[config.mk]
export PLATFORM = sky130hd
export DESIGN_NAME = alu
export DESIGN_NICKNAME = d
export VERILOG_FILES = /design/src/rtl/alu_pkg.sv /design/src/rtl/alu_datapath.sv /design/src/rtl/alu.sv
export SDC_FILE = /design/constraint.sdc
export NUM_CORES = 1
export LEC_CHECK = 0
export ABC_AREA = 1
export BUFFER_PORTS_ARGS = -buffer_cell sky130_fd_sc_hd__buf_2
export CAP_MARGIN = 20
export CORE_MARGIN = 2
export CORE_UTILIZATION = 25
export CTS_BUF_LIST = sky130_fd_sc_hd__clkbuf_8
export CTS_CLUSTER_SIZE = 14
export DETAILED_ROUTE_END_ITERATION = 12
export SYNTH_ARGS = -nofsm -noshare
export SYNTH_HDL_FRONTEND = slang
export SYNTH_SLANG_ARGS = --single-unit
[constraint.sdc]
create_clock -name clk -period 0.8 [get_ports clk]
set_input_delay 0.16 -clock clk [delete_from_list [all_inputs] [get_ports clk]]
set_output_delay 0.16 -clock clk [all_outputs]
set_load 0.03 [all_outputs]
[src/rtl/alu_pkg.sv]
// Shared widths, opcode encoding and special-case constants for the datapath ALU.
package alu_pkg;

   localparam int OPW  = 4;
   localparam int RESW = 8;

   // Quotient reported when dividing by zero.
   localparam logic [RESW-1:0] DIV0_Q = 8'hFF;

   typedef enum logic [OPW-1:0] {
      OP_ADD  = 4'h0,
      OP_SUB  = 4'h1,
      OP_MUL  = 4'h2,
      OP_DIV  = 4'h3,
      OP_MOD  = 4'h4,
      OP_AND  = 4'h5,
      OP_OR   = 4'h6,
      OP_XOR  = 4'h7,
      OP_NAND = 4'h8,
      OP_NOT  = 4'h9,
      OP_SHL  = 4'hA,
      OP_SHR  = 4'hB,
      OP_ROL  = 4'hC,
      OP_ROR  = 4'hD,
      OP_CMP  = 4'hE,
      OP_CLR  = 4'hF
   } opcode_t;

endpackage

[src/rtl/alu_datapath.sv]
// Combinational ALU function: result f and its zero term for one opcode/operand set.
module alu_datapath
   import alu_pkg::*;
(
   input  logic [OPW-1:0]  a,
   input  logic [OPW-1:0]  b,
   input  logic [OPW-1:0]  op_code,
   output logic [RESW-1:0] f,
   output logic            f_zero
);

   logic [RESW-1:0] a8;
   logic [RESW-1:0] b8;
   logic [RESW-1:0] rol_w;
   logic [RESW-1:0] ror_w;
   opcode_t         op;

   assign a8 = {4'b0, a};
   assign b8 = {4'b0, b};
   assign op = opcode_t'(op_code);

   // Rotations within 4 bits: shift the nibble doubled, then keep one nibble.
   assign rol_w = {a, a} << b[1:0];
   assign ror_w = {a, a} >> b[1:0];

   always_comb begin
      f = '0;
      case (op)
         OP_ADD:  f = a8 + b8;
         OP_SUB:  f = a8 - b8;
         OP_MUL:  f = a8 * b8;
         OP_DIV:  f = (b == 4'd0) ? DIV0_Q : a8 / b8;
         OP_MOD:  f = (b == 4'd0) ? a8 : a8 % b8;
         OP_AND:  f = {4'b0, a & b};
         OP_OR:   f = {4'b0, a | b};
         OP_XOR:  f = {4'b0, a ^ b};
         OP_NAND: f = {4'b0, ~(a & b)};
         OP_NOT:  f = {4'b0, ~a};
         OP_SHL:  f = (b >= 4'd8) ? '0 : (a8 << b);
         OP_SHR:  f = {4'b0, a >> b};
         OP_ROL:  f = {4'b0, rol_w[7:4]};
         OP_ROR:  f = {4'b0, ror_w[3:0]};
         OP_CMP:  f = {5'b0, a > b, a == b, a < b};
         OP_CLR:  f = '0;
         default: f = '0;
      endcase
   end

   assign f_zero = (f == '0);

endmodule

[src/rtl/alu.sv]
// Registered ALU: one-cycle latency result and zero flag with asynchronous active-high reset.
module alu
   import alu_pkg::*;
(
   input  logic            clk,
   input  logic            reset,
   input  logic [OPW-1:0]  datain1,
   input  logic [OPW-1:0]  datain2,
   input  logic [OPW-1:0]  op_code,
   output logic [RESW-1:0] out,
   output logic            zero
);

   logic [RESW-1:0] f;
   logic            f_zero;

   alu_datapath u_datapath (
      .a       (datain1),
      .b       (datain2),
      .op_code (op_code),
      .f       (f),
      .f_zero  (f_zero)
   );

   // Reset state reports a cleared result, so the flag comes up set.
   always_ff @(posedge clk or posedge reset) begin
      if (reset) begin
         out  <= '0;
         zero <= 1'b1;
      end else begin
         out  <= f;
         zero <= f_zero;
      end
   end

endmodule

==> run_results.csv, run 1 <==
group,metric,value,unit
timing,period_needed,7.89,ns
global_route,grt_start_max_net_pins,23,
layout,layout.nets,980,
global_route,grt_pass1_vias,5225,
power,power,24.3,mW
setup_path,critPathLaunch,"datain2[2]",
clock_tree,cts_tree,"done",
synth,synth_commonest_cells,"141 x nand2_1, 94 x inv_1, 54 x ha_1, 50 x nor2_1, 44 x nand3_1",
run,maxCapViolCount,0,
detailed_routing,wire_per_inst,14.6,µm
synth,synth-seq-area-share,5.89,%
placed_design,io_buffers,22,
synth,ys.warnings.count,0,
placed_design,place_congestion,0.952,
layout,fill_cells,1420,
detailed_routing,drtAntennaViolNets,0,
floorplan,core,0.0151,mm²
global_route,grt_pass1_wl,24800,µm
floorplan,fp.dieW,128,µm
setup_path,cp_common_cell,"buf_4",
synth,yosys.area.top_type_share,17.6,%
synth,yosys-top-cells-area,"ha_1 18%, nand2_1 14%, inv_1 9.2%",
synth,yosysMostFrequentCell,"nand2_1",
timing,relSlewSlack,65.2,%
timing,fmax,0.127,GHz
detailed_routing,drt_first_pass_iters,8,
synth,synth_edf_count,0,
timing,finalWorstSetupSlack,-7.09,ns
detailed_routing,routed_wl,15900,µm
setup_path,startpoint_type,"input pin",
layout,drive_above_1_share,49.8,%
detailed_routing,vias,5173,
synth,syn_area_per_cell,6.22,µm²
setup_path,crit_type,"input pin to register",
timing,maxSlewViolCount,0,
setup_path,worstPathArrival,8.01,ns
setup_path,worstPathMaxFanout,3,
global_route,track_usage,18.8,%
synth,yosysUniqueCellTypes,54,
synth,ys.flop_type,"dfrtp_1",
run_status,status,"finished with violations",
detailed_routing,avgViaCountPerCell,4.74,
setup_path,cp_slowest_cell,"o211a_1",
synth,ys_seq_elements,9,
placed_design,dp_cells,1003,
layout,utilization,45.8,%
floorplan,num_rows,45,
power,peakVddDrop,0.00314,V
clock_tree,clk_path_buf_depth,2,
timing,whs,0.429,ns
synth,syn_area,0.00384,mm²
setup_path,critPathRequiredTime,0.92,ns
global_route,global_route.overflow_total,0,
detailed_routing,drc,0,
layout,syn_to_final_growth,79.8,%
timing,fin_setup_tns,-62.65,ns
layout,antenna_cells,0,
setup_path,critPathBufInv,53,
clock_tree,clk_pin_slew,0.04,ns
run_status,violations,"negative setup slack",
placed_design,dp_hpwl,11200,µm
synth,yosysTopAreaCell,"ha_1",
clock_tree,clock_sinks,9,
synth,async_flop_share,100,%
setup_path,cp_top_family,"buffers and inverters",
timing,hold_violations,0,
setup_path,endpoint_kind,"register",
detailed_routing,drt-initial-drc-count,353,
setup_path,slowest_delay,0.25,ns
layout,stdcell_count,1092,
power,powerDensity,3510,mW/mm²
clock_tree,cts_buffers,3,
timing,setup_viol,18,
timing,rsz0062_at_grt,"yes",
synth,netlist_instances,618,
floorplan,die_y,128,µm
clock_tree,htree_levels,1,
clock_tree,ctsRootBufferMaster,"clkbuf_8",
timing,period_share,986,%
global_route,grt_antenna_before_repair,0,
floorplan,initial_core_util,25.5,%
floorplan,die_area,0.0164,mm²
worst_hold_path,hp-class,"input pin to async pin",
power,cellLeakagePower,3.76,nW
timing,tightest_slew,0.508,ns
floorplan,boundaryPins,23,
[flip-flops by register name, summed over array words and instances, names as in the netlist]
signal,flops
out,8
zero,1
[metal layers]
| metal | global-route usage (%) | up-vias | wire (µm) |
|---|---|---|---|
| li1 | - | 2592 | - |
| met1 | 22.6 | 2365 | 6620 |
| met2 | 33.8 | 166 | 7890 |
| met3 | 1.84 | 50 | 736 |
| met4 | 8.53 | 0 | 652 |
| met5 | 0 | - | 0 |
[layout make-up]
type / count / area, µm² / share of cell area [%]
clock inverter: 1 / 3.75 / 0.0543
sequential: 9 / 226 / 3.28
inverter: 106 / 445 / 6.44
clock buffer: 3 / 41.3 / 0.597
timing repair buffer: 288 / 2220 / 32.1
multi-input combinational: 497 / 3740 / 54.1
tap: 188 / 235 / 3.40
[layout by cell type (no fill, tap or decap), types with 16 or more instances in the layout]
cell type and count:
o21ai_0 28, buf_4 263, nand2_2 28, nand3_1 31, a21oi_1 27, inv_1 83
nor2_1 43, ha_1 41, nand3_2 16, nand2_1 118
[worst min-delay path, cell delays in order]
cell and delay (ns):
dlygate4sd3_1 0.53, buf_2 0.11, inv_1 0.25
[kinds of logic (layout without fill, tap and decap cells)]
kind of cell    after synthesis  count (layout)  share of synthesized area (%)
buf+inv                     115             398                           12.0
fa+ha+maj                    61              61                           21.2
flops                         9               9                           5.89
compound gates              116             116                           18.3
xor+xnor                     16              16                           3.64
other cells                   1               4                         0.0975
simple gates                300             300                           38.9
[path summary, 6_finish.rpt]
check / endpoint / slack [ns] / cells after the start
min in group clk: out[0]$_DFF_PP0_ / 0.60 / 8
hold / removal: out[6]$_DFF_PP0_ / 0.43 / 3
setup / recovery: out[6]$_DFF_PP0_ / -7.09 / 64
max in group asynchronous: zero$_DFF_PP1_ / 0.07 / 3
[what timing repair did]
item                       in CTS  in global routing
hold buffers                    1                  0
pin swaps                      36                 68
buffers inserted               68                 18
gates resized for setup        71                 47
hold endpoints to repair        8                  0
setup endpoints to repair      18                 18
[metrics by stage]
stage	worst slack [ns]	instance area (µm²)
detailed placement	-7.30	5720
CTS	-6.70	6570
global route	-7.41	6910
global placement	-7.15	5720
floorplan	-7.04	4080
finish	-7.09	6910
[where the power goes]
| group | internal (mW) | switching (mW) | total (mW) |
|---|---|---|---|
| clock network | 0.333 | 0.163 | 0.495 |
| logic | 11.3 | 11.9 | 23.1 |
| registers | 0.593 | 0.0579 | 0.651 |
| total | 12.2 | 12.1 | 24.3 |
Power figures use the tool's default switching activity.
==> inputs of run 2 (changes only) <==
--- a/config.mk
+++ b/config.mk
@@ -5,7 +5,6 @@
 export SDC_FILE = /design/constraint.sdc
 export NUM_CORES = 1
 export LEC_CHECK = 0
-export ABC_AREA = 1
 export BUFFER_PORTS_ARGS = -buffer_cell sky130_fd_sc_hd__buf_2
 export CAP_MARGIN = 20
 export CORE_MARGIN = 2
@@ -13,6 +12,7 @@
 export CTS_BUF_LIST = sky130_fd_sc_hd__clkbuf_8
 export CTS_CLUSTER_SIZE = 14
 export DETAILED_ROUTE_END_ITERATION = 12
+export SLEW_MARGIN = 20
 export SYNTH_ARGS = -nofsm -noshare
 export SYNTH_HDL_FRONTEND = slang
 export SYNTH_SLANG_ARGS = --single-unit
==> run_results.csv, run 2 <==
group,metric,value,unit
run_status,status,"finished with violations",
run_status,violations,"negative setup slack",
timing,setup_viol,18,
timing,fin_setup_tns,-61.38,ns
layout,regMostFlops,"out",
power,peakVddDrop,0.00142,V
power,power,11.9,mW
global_route,grt_pass1_wl,23900,µm
floorplan,boundaryPins,23,
synth,synth_edf_count,0,
clock_tree,cts_buffers,3,
global_route,global_route.overflow_total,0,
detailed_routing,routed_wl,14400,µm
setup_path,worstPathMaxFanout,5,
detailed_routing,drc,0,
floorplan,fp.dieW,126,µm
synth,synth-seq-area-share,6.11,%
global_route,grt_start_max_net_pins,27,
synth,syn_area_per_cell,7.34,µm²
timing,period_share,984,%
floorplan,initial_core_util,25.5,%
layout,antenna_cells,0,
detailed_routing,drtAntennaViolNets,0,
clock_tree,clock_sinks,9,
timing,finalWorstSetupSlack,-7.07,ns
synth,async_flop_share,100,%
clock_tree,clk_pin_slew,0.04,ns
setup_path,critPathRequiredTime,0.93,ns
timing,period_needed,7.87,ns
run,maxCapViolCount,0,
layout,layout.nets,847,
synth,yosys.area.top_type_share,18.2,%
floorplan,die_y,126,µm
setup_path,cp_common_cell,"ha_4",
power,powerDensity,1870,mW/mm²
layout,syn_to_final_growth,70.6,%
placed_design,place_congestion,0.928,
detailed_routing,vias,4829,
power,cellLeakagePower,3.07,nW
timing,rsz0062_at_grt,"yes",
synth,yosysTopAreaCell,"ha_1",
setup_path,cp_top_family,"compound AO/OA/AOI/OAI gates",
clock_tree,clk_path_buf_depth,2,
placed_design,dp_cells,903,
layout,stdcell_count,955,
global_route,grt_antenna_before_repair,0,
layout,largest_registers,"out x8, zero x1",
synth,netlist_instances,505,
worst_hold_path,hp-class,"input pin to async pin",
setup_path,slowest_delay,0.56,ns
timing,tightest_slew,0.646,ns
detailed_routing,avgViaCountPerCell,5.06,
floorplan,die_area,0.0158,mm²
layout,drive_above_1_share,45.0,%
floorplan,num_rows,44,
setup_path,worstPathArrival,8.00,ns
timing,hold_violations,0,
clock_tree,ctsRootBufferMaster,"clkbuf_8",
placed_design,dp_hpwl,11300,µm
timing,maxSlewViolCount,0,
timing,relSlewSlack,56.4,%
global_route,grt_pass1_vias,4929,
layout,final_common_cell,"buf_4",
setup_path,critPathBufInv,2,
setup_path,startpoint_type,"input pin",
layout,largest_reg_flops,8,
detailed_routing,drt_first_pass_iters,5,
synth,ys_seq_elements,9,
detailed_routing,drt-initial-drc-count,256,
layout,mostFrequentLayoutCells,"247 x buf_4, 50 x nor2_1, 46 x ha_1",
timing,fmax,0.127,GHz
synth,yosysUniqueCellTypes,82,
clock_tree,cts_tree,"done",
synth,synth_commonest_cells,"54 x ha_1, 54 x nor2_1, 38 x nand2_1, 33 x o21ai_0, 32 x a21oi_1",
synth,syn_area,0.00371,mm²
setup_path,endpoint_kind,"register",
clock_tree,htree_levels,1,
synth,ys.flop_type,"dfrtp_1",
synth,yosys-top-cells-area,"ha_1 18%, nor2_1 5.5%, dfrtp_1 5.4%",
floorplan,core,0.0145,mm²
synth,ys.warnings.count,0,
detailed_routing,wire_per_inst,15.1,µm
placed_design,io_buffers,22,
setup_path,crit_type,"input pin to register",
global_route,track_usage,17.9,%
setup_path,cp_slowest_cell,"or4_1",
timing,whs,0.400,ns
[run 2: metal layers]
layer,wire [µm],up-vias,global-route usage [%]
li1,-,2429,-
met1,6700,2260,24.3
met2,6880,123,31.6
met3,633,17,1.32
met4,161,0,3.10
met5,0,-,0
[run 2: timing repair]
| action | CTS | global route |
|---|---|---|
| buffers inserted | 41 | 8 |
| endpoints found under the hold margin | 8 | 0 |
| hold buffers | 1 | 0 |
| endpoints found under the setup margin | 18 | 19 |
| gates resized for setup | 48 | 7 |
| pin swaps | 33 | 3 |
[run 2: tightest hold or removal path, delay by kind of cell]
kind / cells / cell delay (ns)
buffers and inverters: 3 / 0.81
[run 2: where the power goes]
part           switching (mW)  total, mW  internal, mW
Sequential             0.0517      0.623         0.571
Combinational            4.82       10.8          5.93
Clock                   0.153      0.485         0.332
Total                    5.03       11.9          6.83
[run 2: path summary, 6_finish.rpt]
path | slack [ns] | start | end | cells past startpoint
setup / recovery | -7.07 | datain2[0] | zero$_DFF_PP1_ | 41
hold / removal | 0.40 | reset | out[3]$_DFF_PP0_ | 3
min in group clk | 0.64 | datain1[0] | zero$_DFF_PP1_ | 6
max in group asynchronous | 0.17 | reset | zero$_DFF_PP1_ | 3
[run 2: logic make-up after synthesis]
| family | share of synthesized area [%] |
|---|---|
| AO/OA/AOI/OAI | 31.8 |
| XOR/XNOR | 4.49 |
| adder cells (fa/ha/maj) | 22.0 |
| buffers and inverters | 4.89 |
| flip-flops | 6.11 |
| multiplexers | 4.05 |
| other | 0.101 |
| AND/OR/NAND/NOR | 26.6 |
[run 2: area by class of cell]
class / count / area [µm²]
Fill cell: 1481 / 8210
Multi-Input combinational cell: 452 / 3560
Timing Repair Buffer: 278 / 2140
Tap cell: 184 / 230
Sequential cell: 9 / 226
Inverter: 28 / 129
Clock buffer: 3 / 41.3
Clock inverter: 1 / 3.75
[run 2: through the flow]
stage / instance area, µm² / setup slack, ns / utilization, %
after floorplan: 3920 / -7.72 / -
after detailed placement: 5710 / -7.58 / 39.3
after CTS: 6240 / -6.82 / 42.9
final: 6330 / -7.07 / 43.5
after global routing: 6330 / -7.48 / 43.5
after global placement: 5710 / -7.25 / 39.3
==> inputs of run 3 (changes only) <==
--- a/config.mk
+++ b/config.mk
@@ -8,7 +8,7 @@
 export BUFFER_PORTS_ARGS = -buffer_cell sky130_fd_sc_hd__buf_2
 export CAP_MARGIN = 20
 export CORE_MARGIN = 2
-export CORE_UTILIZATION = 25
+export CORE_UTILIZATION = 47
 export CTS_BUF_LIST = sky130_fd_sc_hd__clkbuf_8
 export CTS_CLUSTER_SIZE = 14
 export DETAILED_ROUTE_END_ITERATION = 12
==> run_results.csv, run 3 (synthesis results as in run 2) <==
group,metric,value,unit
placed_design,dp_cells,816,
detailed_routing,drt_first_pass_iters,5,
detailed_routing,avgViaCountPerCell,6.03,
clock_tree,cts_tree,"done",
detailed_routing,vias,5260,
setup_path,cp_slowest_cell,"or4_4",
power,cellLeakagePower,3.08,nW
setup_path,cp_common_cell,"o21a_1",
layout,mostFrequentLayoutCells,"250 x buf_4, 49 x nor2_1, 44 x ha_1",
global_route,track_usage,34.8,%
layout,largest_reg_flops,8,
floorplan,fp.dieW,92.8,µm
timing,hold_violations,0,
setup_path,startpoint_type,"input pin",
detailed_routing,drc,0,
detailed_routing,drtAntennaViolNets,0,
layout,antenna_cells,0,
timing,rsz0062_at_grt,"yes",
setup_path,endpoint_kind,"register",
floorplan,core,0.00769,mm²
run,maxCapViolCount,0,
timing,setup_viol,18,
layout,stdcell_count,873,
detailed_routing,drt-initial-drc-count,479,
clock_tree,clk_pin_slew,0.04,ns
setup_path,worstPathArrival,8.54,ns
run_status,status,"finished with violations",
placed_design,place_congestion,1.04,
clock_tree,cts_buffers,3,
global_route,grt_start_max_net_pins,27,
clock_tree,clk_path_buf_depth,2,
floorplan,boundaryPins,23,
floorplan,initial_core_util,48.2,%
global_route,global_route.overflow_total,0,
clock_tree,ctsRootBufferMaster,"clkbuf_8",
placed_design,io_buffers,22,
setup_path,slowest_delay,0.51,ns
layout,fill_cells,522,
layout,drive_above_1_share,45.8,%
worst_hold_path,hp-class,"input pin to async pin",
timing,fmax,0.119,GHz
timing,period_share,1050,%
run_status,violations,"negative setup slack",
clock_tree,clock_sinks,9,
timing,period_needed,8.39,ns
power,peakVddDrop,0.00131,V
timing,maxSlewViolCount,0,
detailed_routing,routed_wl,16300,µm
floorplan,die_area,0.00862,mm²
global_route,grt_pass1_wl,24200,µm
setup_path,crit_type,"input pin to register",
setup_path,critPathRequiredTime,0.94,ns
layout,regMostFlops,"out",
layout,syn_to_final_growth,69.8,%
power,powerDensity,2010,mW/mm²
floorplan,num_rows,32,
clock_tree,htree_levels,1,
detailed_routing,wire_per_inst,18.7,µm
layout,layout.nets,847,
layout,final_common_cell,"buf_4",
global_route,grt_pass1_vias,5057,
timing,tightest_slew,0.583,ns
timing,relSlewSlack,60.1,%
layout,largest_registers,"out x8, zero x1",
setup_path,worstPathMaxFanout,5,
placed_design,dp_hpwl,11300,µm
power,power,12.7,mW
timing,finalWorstSetupSlack,-7.59,ns
global_route,grt_antenna_before_repair,0,
floorplan,die_y,92.8,µm
==> run 3: cell types whose count changed in the layout (fill, tap and decap cells not counted), sizes merged <==
cell | previous run | this run
clkinvlp | 1 | 0
inv | 26 | 27
==> run 3: per-stage QoR <==
| stage | utilization [%] | cell area (µm²) | setup slack (ns) | hold WS, ns | TNS, ns |
|---|---|---|---|---|---|
| final | 81.9 | 6300 | -7.59 | 0.429 | -65.31 |
| after global routing | 81.9 | 6300 | -7.92 | 0.467 | -68.54 |
| after CTS | 78.2 | 6010 | -6.76 | 0.433 | -58.44 |
| after detailed placement | 72.3 | 5560 | -7.58 | 0.124 | -64.15 |
| after global placement | 72.3 | 5560 | -7.22 | 0.115 | -61.25 |
| after floorplan | - | 3920 | -7.72 | -0.0128 | -64.19 |
==> run 3: final timing paths <==
check                            from  cells past startpoint               end
setup / recovery           datain2[1]                     43    zero$_DFF_PP1_
hold / removal                  reset                      3  out[1]$_DFF_PP0_
max in group asynchronous       reset                      3    zero$_DFF_PP1_
min in group clk           datain2[2]                      5  out[7]$_DFF_PP0_
==> run 3: per-layer routing <==
layer	global-route usage, %	vias to the layer above	wire length [µm]
met5	0	-	0
met4	12.1	0	831
met3	2.28	89	1370
met2	61.7	333	7700
met1	44.4	2418	6400
li1	-	2420	-
==> run 3: cell type report <==
type	count	area [µm²]	share of cell area [%]
multi-input cells	452	3640	57.8
repair buffers	278	2130	33.8
flip-flops and latches	9	226	3.60
inverters	28	128	2.03
well taps	102	128	2.03
clock buffers	3	41.3	0.656
clock inverters	1	3.75	0.0596
==> run 3: report_power, final <==
group          switching, mW  total (mW)  leakage (nW)  internal (mW)
Sequential            0.0499       0.621         0.114          0.572
Combinational           5.50        11.6          2.94           6.06
Clock                  0.163       0.495        0.0269          0.333
==> run 3: repair_timing <==
| item | in CTS | in global routing |
|---|---|---|
| hold endpoints to repair | 8 | 0 |
| resized for setup | 38 | 30 |
| hold buffers | 1 | 0 |
| pin swaps | 23 | 25 |
| endpoints found under the setup margin | 18 | 18 |
| setup buffers | 34 | 18 |
==> run 3: worst max-delay path: cells and delay by family <==
| kind | cells | cell delay (ns) |
|---|---|---|
| mux | 4 | 1.05 |
| compound gates | 19 | 3.31 |
| simple gates | 9 | 1.75 |
| fa+ha+maj | 6 | 1.63 |
| buf+inv | 5 | 0.61 |
